**src/rtl/io64_uart_tx.sv**
```systemverilog
// UART-style transmitter on the CPU output port: toggle-handshake request on IO64_OUT[15],
// 8N1 serialisation on TXD, status and handshake returned on IO65_IN.
module io64_uart_tx #(
    parameter int unsigned CLKS_PER_BIT = 16
) (
    input  logic        CLK,
    input  logic        RESET,
    input  logic [15:0] IO64_OUT,
    output logic [15:0] IO65_IN,
    output logic        TXD
);

    typedef enum logic [1:0] {
        IDLE  = 2'd0,
        START = 2'd1,
        DATA  = 2'd2,
        STOP  = 2'd3
    } state_t;

    localparam logic [15:0] BAUD_LAST = 16'(CLKS_PER_BIT - 1);

    state_t      state_q, state_d;
    logic [15:0] baud_q, baud_d;
    logic [2:0]  bit_q, bit_d;
    logic [7:0]  shift_q, shift_d;
    logic        txd_q, txd_d;
    logic        ack_q, ack_d;
    logic        busy_q, busy_d;
    logic [7:0]  count_q, count_d;
    logic        bit_done_s;

    assign bit_done_s = (baud_q == BAUD_LAST);

    // Next-state and next-output computation for the frame sequencer
    always_comb begin
        state_d = state_q;
        baud_d  = baud_q;
        bit_d   = bit_q;
        shift_d = shift_q;
        txd_d   = txd_q;
        ack_d   = ack_q;
        busy_d  = busy_q;
        count_d = count_q;
        case (state_q)
            IDLE: begin
                baud_d = 16'd0;
                bit_d  = 3'd0;
                // A request is pending whenever REQ and ACK toggles differ
                if (IO64_OUT[15] != ack_q) begin
                    shift_d = IO64_OUT[7:0];
                    state_d = START;
                    txd_d   = 1'b0;
                    busy_d  = 1'b1;
                end else begin
                    txd_d  = 1'b1;
                    busy_d = 1'b0;
                end
            end
            START: begin
                if (bit_done_s) begin
                    baud_d  = 16'd0;
                    bit_d   = 3'd0;
                    txd_d   = shift_q[0];
                    shift_d = {1'b0, shift_q[7:1]};
                    state_d = DATA;
                end else begin
                    baud_d = baud_q + 16'd1;
                end
            end
            DATA: begin
                if (bit_done_s) begin
                    baud_d = 16'd0;
                    if (bit_q == 3'd7) begin
                        txd_d   = 1'b1;
                        state_d = STOP;
                    end else begin
                        bit_d   = bit_q + 3'd1;
                        txd_d   = shift_q[0];
                        shift_d = {1'b0, shift_q[7:1]};
                    end
                end else begin
                    baud_d = baud_q + 16'd1;
                end
            end
            STOP: begin
                if (bit_done_s) begin
                    baud_d  = 16'd0;
                    state_d = IDLE;
                    ack_d   = ~ack_q;
                    busy_d  = 1'b0;
                    count_d = count_q + 8'd1;
                end else begin
                    baud_d = baud_q + 16'd1;
                end
            end
            default: begin
                state_d = IDLE;
                baud_d  = 16'd0;
                bit_d   = 3'd0;
                txd_d   = 1'b1;
                busy_d  = 1'b0;
            end
        endcase
    end

    // State and output registers with asynchronous reset
    always_ff @(posedge CLK or posedge RESET) begin
        if (RESET) begin
            state_q <= IDLE;
            baud_q  <= 16'd0;
            bit_q   <= 3'd0;
            shift_q <= 8'd0;
            txd_q   <= 1'b1;
            ack_q   <= 1'b0;
            busy_q  <= 1'b0;
            count_q <= 8'd0;
        end else begin
            state_q <= state_d;
            baud_q  <= baud_d;
            bit_q   <= bit_d;
            shift_q <= shift_d;
            txd_q   <= txd_d;
            ack_q   <= ack_d;
            busy_q  <= busy_d;
            count_q <= count_d;
        end
    end

    assign TXD     = txd_q;
    assign IO65_IN = {ack_q, busy_q, 6'b000000, count_q};

endmodule

```
**config.mk**
```make
export PLATFORM = sky130hd
export DESIGN_NAME = io64_uart_tx
export DESIGN_NICKNAME = d
export VERILOG_FILES = /design/src/rtl/io64_uart_tx.sv
export SDC_FILE = /design/constraint.sdc
export NUM_CORES = 1
export LEC_CHECK = 0
export BUFFER_PORTS_ARGS = -buffer_cell sky130_fd_sc_hd__buf_2
export CORE_UTILIZATION = 60
export CTS_CLUSTER_DIAMETER = 100
export DETAILED_ROUTE_END_ITERATION = 8
export PLACE_DENSITY = 0.9
export SYNTH_ARGS = -nofsm -noshare
export SYNTH_HDL_FRONTEND = slang
export SYNTH_SLANG_ARGS = --single-unit
```
**constraint.sdc**
```tcl
create_clock -name CLK -period 3.8 [get_ports CLK]
set_input_delay 0 -clock CLK [delete_from_list [all_inputs] [get_ports CLK]]
set_output_delay 0 -clock CLK [all_outputs]
set_load 0.05 [all_outputs]
```
=== Word-level counts from Yosys, hierarchy flattened ===
Index checks and enable logic that the tools add are counted.

* Register bits: 40
* Output and inout bits: 17
* Input bits: 18

* Reductions and logical operators: 10
* Equality and inequality tests: 12
* Bitwise operators: 1
* Multiplexer cells: 25
* Add/sub/neg operators: 3

{| class="wikitable"
|+ Operator list
! kind !! count
|-
| 8-bit 2-to-1 mux || 4
|-
| 16-bit case mux with 2 select lines || 1
|-
| 8-bit case mux with 3 select lines || 1
|-
| 16-bit by 1-bit adder with 16-bit output (second input constant) || 1
|-
| 16-bit by 4-bit == test with 1-bit output (second input constant) || 1
|-
| 16-bit 2-to-1 mux || 1
|-
| 2-bit inequality test (second input constant) || 6
|-
| 2-bit 2-to-1 mux || 5
|-
| 5-bit AND reduction || 2
|-
| 3-bit 2-to-1 mux || 3
|-
| 3-bit case mux with 3 select lines || 1
|-
| 8-bit by 1-bit adder with 8-bit output (second input constant) || 1
|-
| 2-bit case mux with 4 select lines || 1
|-
| 1-bit 2-to-1 mux || 6
|-
| 2-bit == test (second input constant) || 2
|-
| 2-bit AND reduction || 2
|-
| 4-bit AND reduction || 1
|-
| 3-bit by 1-bit adder with 3-bit output (second input constant) || 1
|-
| 3-bit == test (second input constant) || 1
|-
| 1-bit case mux with 3 select lines || 1
|-
| 3-bit AND reduction || 1
|-
| 3-bit nonzero test || 1
|-
| 3-bit OR reduction || 1
|-
| 2-bit by 1-bit == test with 1-bit output (second input constant) || 1
|-
| other kinds (5) || 5
|}

=== Logic depth before layout (Yosys ltp) ===
* Depth after elaboration: 4
* Mapped depth: 7
* Gate-level depth less buffers: 6

=== Worst setup path before layout ===
OpenSTA, ideal clock, no wires.

* Kind: register -> register
* Start point: register state_q[0]
* End point: register state_q[1]
* Setup time: 0.125 ns
* Buffers on the path: 1
* Path slack: 1.819 ns
* Cell stages (with the launch flop): 8
* Arrival: 1.856 ns
* Cells stage by stage: dfrtp_1 -> inv_1 -> ha_1 -> buf_2 -> or2_2 -> a211oi_2 -> a31o_2 -> mux2_2

* Word-level cells in the longest chain between the ends: 3
* Elaborated cells between the ends (all ways): 11
* Those cells by class: eq/ne: 8; mux: 1; reduce/logical: 2

{| class="wikitable"
|+ Ends and longest elaborated chain
! item !! RTL line !! source
|-
| from (decl) || 22 || <nowiki>state_t state_q, state_d;</nowiki>
|-
| from (signal assigned) || 118 || <nowiki>state_q <= state_d;</nowiki>
|-
| 2-bit == test (tied with other cells) || 44 || <nowiki>case (state_q)</nowiki>
|-
| 2-bit inequality test (no source line) || n/a ||
|-
| 5-bit AND reduction (no source line) || n/a ||
|}

Several ways; a longest one is shown, not always the timed one.
A chain may end at the register's enable or synchronous reset.

=== Worst setup path after layout ===
* Start point: register baud_q[12]
* End point: register count_q[1]

* Word-level cells in the longest chain between the ends: 2

{| class="wikitable"
|+ Ends and longest elaborated chain
! item !! RTL line !! source
|-
| from (decl) || 23 || <nowiki>logic [15:0] baud_q, baud_d;</nowiki>
|-
| from (signal assigned) || 119 || <nowiki>baud_q <= baud_d;</nowiki>
|-
| 16-bit by 4-bit == test with 1-bit output || 32 || <nowiki>assign bit_done_s = (baud_q == BAUD_LAST);</nowiki>
|-
| 2-bit AND reduction (no source line) || n/a ||
|-
| to (signal assigned) || 125 || <nowiki>count_q <= count_d;</nowiki>
|-
| to (decl) || 29 || <nowiki>logic [7:0] count_q, count_d;</nowiki>
|}

No other way between the ends.

==> run metrics <==
Post-CTS Setup Inserts=0; Slew @ Worst Pin=0.568 ns; Tmin final=2.17 ns; final worst path period share=between 50 and 60%; # hold bufs at CTS=4; DP HPWL=roughly 2700 microns; commonest non-fill, non-tap cell in the layout=dfrtp_1; Hold Path Class=in -> reg; number of synthesized register bits=40; Initial DRC Count=123; Pre-antenna DRT Iters=4; total core area=3420 sq um; cell row count=21; synth top area cells=dfrtp_1 45%, xnor2_1 5.6%, ha_1 5.1%; root buf cell=clkbuf_4; synthesis warning total=0; total track usage=21.7%; RSZ-0062 raised after global routing=no; EDFF count, synth=0; top_reg_cell synth=dfrtp_1; Clk Latency, worst-skew pair=0.35 ns; # clock sinks=40; grt total ovfl=0; WP data required=around 4.0 ns; max-cap viol count=0; fillers=around 250; Avg Synthesized Cell Area=about 11 sq um; peak supply drop=around 0.00042 V; Setup Viol. Count Final=0; Vias/cell=5.72; Via Count=1555; Max Root-Sink Buffers=2; Die ar.=3890 sq um; critical path arrival=2.41 ns; largest net degree at the start of global routing=41; P_leak=roughly 1.1 nW; Worst Hold Launch=IO64_OUT[1]; Yosys top cell by area=dfrtp_1; Hold WS=roughly 0.0013 ns; total wire length=about 3800 microns; clock skew=0.0123 ns; status=finished clean; Max H-tree Level=2; Routed Antenna Nets=0; type of origin of the critical path=register; Setup WS pre-CTS=between 1.5 and 2 ns; number of distinct library cells after synthesis=44; power per cell area=637 nW/um^2; post-cts gate resize count=0; clk slew on worst S/H paths=0.11 ns; routability cong.=0.860; Final Hold Viols=0; Layout Nets=252; Worst setup startpoint=baud_q[12]$_DFF_PP0_; Synth Instances=200; max frequency=460 MHz; asr flop ratio synth=100%; most frequent cells in the layout=39 x dfrtp_1, 21 x buf_2, 15 x nor2_1; CP Capture Type=register; per-cell routed wire length=13.9 microns; port bufs=21; top-area cell type share of the netlist area=44.6%; FF-to-FF Start=baud_q[12]$_DFF_PP0_; Die X=62.4 microns; vias in the first global route=1506; Layout Utilization=70.0%; I/O pin cnt=35; layout cells sized above 1=21.7%; post-synthesis sequential area ratio=45.8%; drt drc=0; Max FO, Critical Path=13; area grow syn2layout=9.21%; final worst setup slack=1.63 ns; crit path kind=reg -> reg; Ant. Diodes=0; Initial Util=64.1%; setup TNS=0 ns; synthesized cell area=2190 sq um; Die Ht=62.4 microns; CTS buffer count=5; initial antenna violation count=0; first-pass GRT wire length=6730 microns; CTS tree=built; relative slew slack=62.2%; final slew viol count=0
layer usage:
metal,routed length (microns),vias up,global-route usage (%)
met2,1860,51,36.4
li1,-,750,-
met3,182,5,4.20
met4,41,0,7.85
met5,0,-,0
met1,1700,749,28.1
Yosys cell counts (2+ instances only):
library cell,number
dfrtp_1,39
nor2_1,15
xnor2_1,14
buf_4,9
ha_1,9
mux2_1,9
mux2_2,9
nand2_1,9
nand3_1,9
inv_1,7
nand4_1,6
xor2_1,6
o211ai_1,5
o21ai_0,5
a21oi_1,4
and3_1,4
and4_1,3
nand2b_1,3
nor4_1,3
a31oi_1,2
and2_1,2
buf_2,2
clkbuf_1,2
nor3_1,2
or2_2,2
or3_1,2
stage by stage:
stage / instances / total power, W / area [sq um]
6_report: 272 / 0.00152 / 2390
5_1_grt: 272 / 0.00163 / 2390
4_1_cts: 271 / 0.00153 / 2380
3_5_place_dp: 259 / 0.00130 / 2280
3_3_place_gp: 259 / 0.00126 / 2280
2_1_floorplan: 205 / 0.00119 / 2210
path summary, 6_finish.rpt:
check                                         end  slack (ns)  depth (start not counted)
min in group asynchronous  shift_q[2]$_DFFE_PP0P_        0.30                          4
max in group asynchronous         TXD$_DFFE_PP1P_        3.13                          4
max                        count_q[1]$_DFFE_PP0P_        1.63                          4
max reg2reg                count_q[1]$_DFFE_PP0P_        1.63                          4
min                        shift_q[1]$_DFFE_PP0P_       0.001                          3
min reg2reg                   baud_q[0]$_DFF_PP0_        0.47                          1
critical path: stages, from the launching register on:
cell	delay [ns]
dfrtp_1	0.45
nor4_1	0.42
and4_1	0.60
nand2_1	0.24
mux2_1	0.36
kinds of logic (layout without fill, tap and decap cells):
kind of cell	after synthesis	count (layout)	share of synthesized area, %
adder cells (fa/ha/maj)	9	9	5.15
flip-flops	40	40	45.8
buffers and inverters	21	42	5.60
AO/OA/AOI/OAI	25	25	8.69
other	1	6	0.171
XOR/XNOR	20	20	8.00
multiplexers	18	18	9.26
AND/OR/NAND/NOR	66	66	17.3
area by class of cell:
cell class                      count  area, sq um  share of cell area [%]
Inverter                            7         26.3                    1.10
Multi-Input combinational cell    144         1080                    45.3
Clock buffer                        8         58.8                    2.46
Tap cell                           46         57.6                    2.41
Sequential cell                    40         1000                    41.9
Timing Repair Buffer               27          163                    6.81
power by group:
group          total (W)  switching [W]  internal, W
Sequential      0.000594      0.0000661     0.000527
Clock           0.000226       0.000135    0.0000914
Combinational   0.000704       0.000403     0.000301
Total            0.00152       0.000603     0.000920
registers in the layout, summed over array words and instances (netlist names):
name and count:
shift_q 8, bit_q 3, baud_q 16, state_q 2, count_q 8, TXD 1
ack_q 1, busy_q 1
Power figures use the tool's default switching activity.
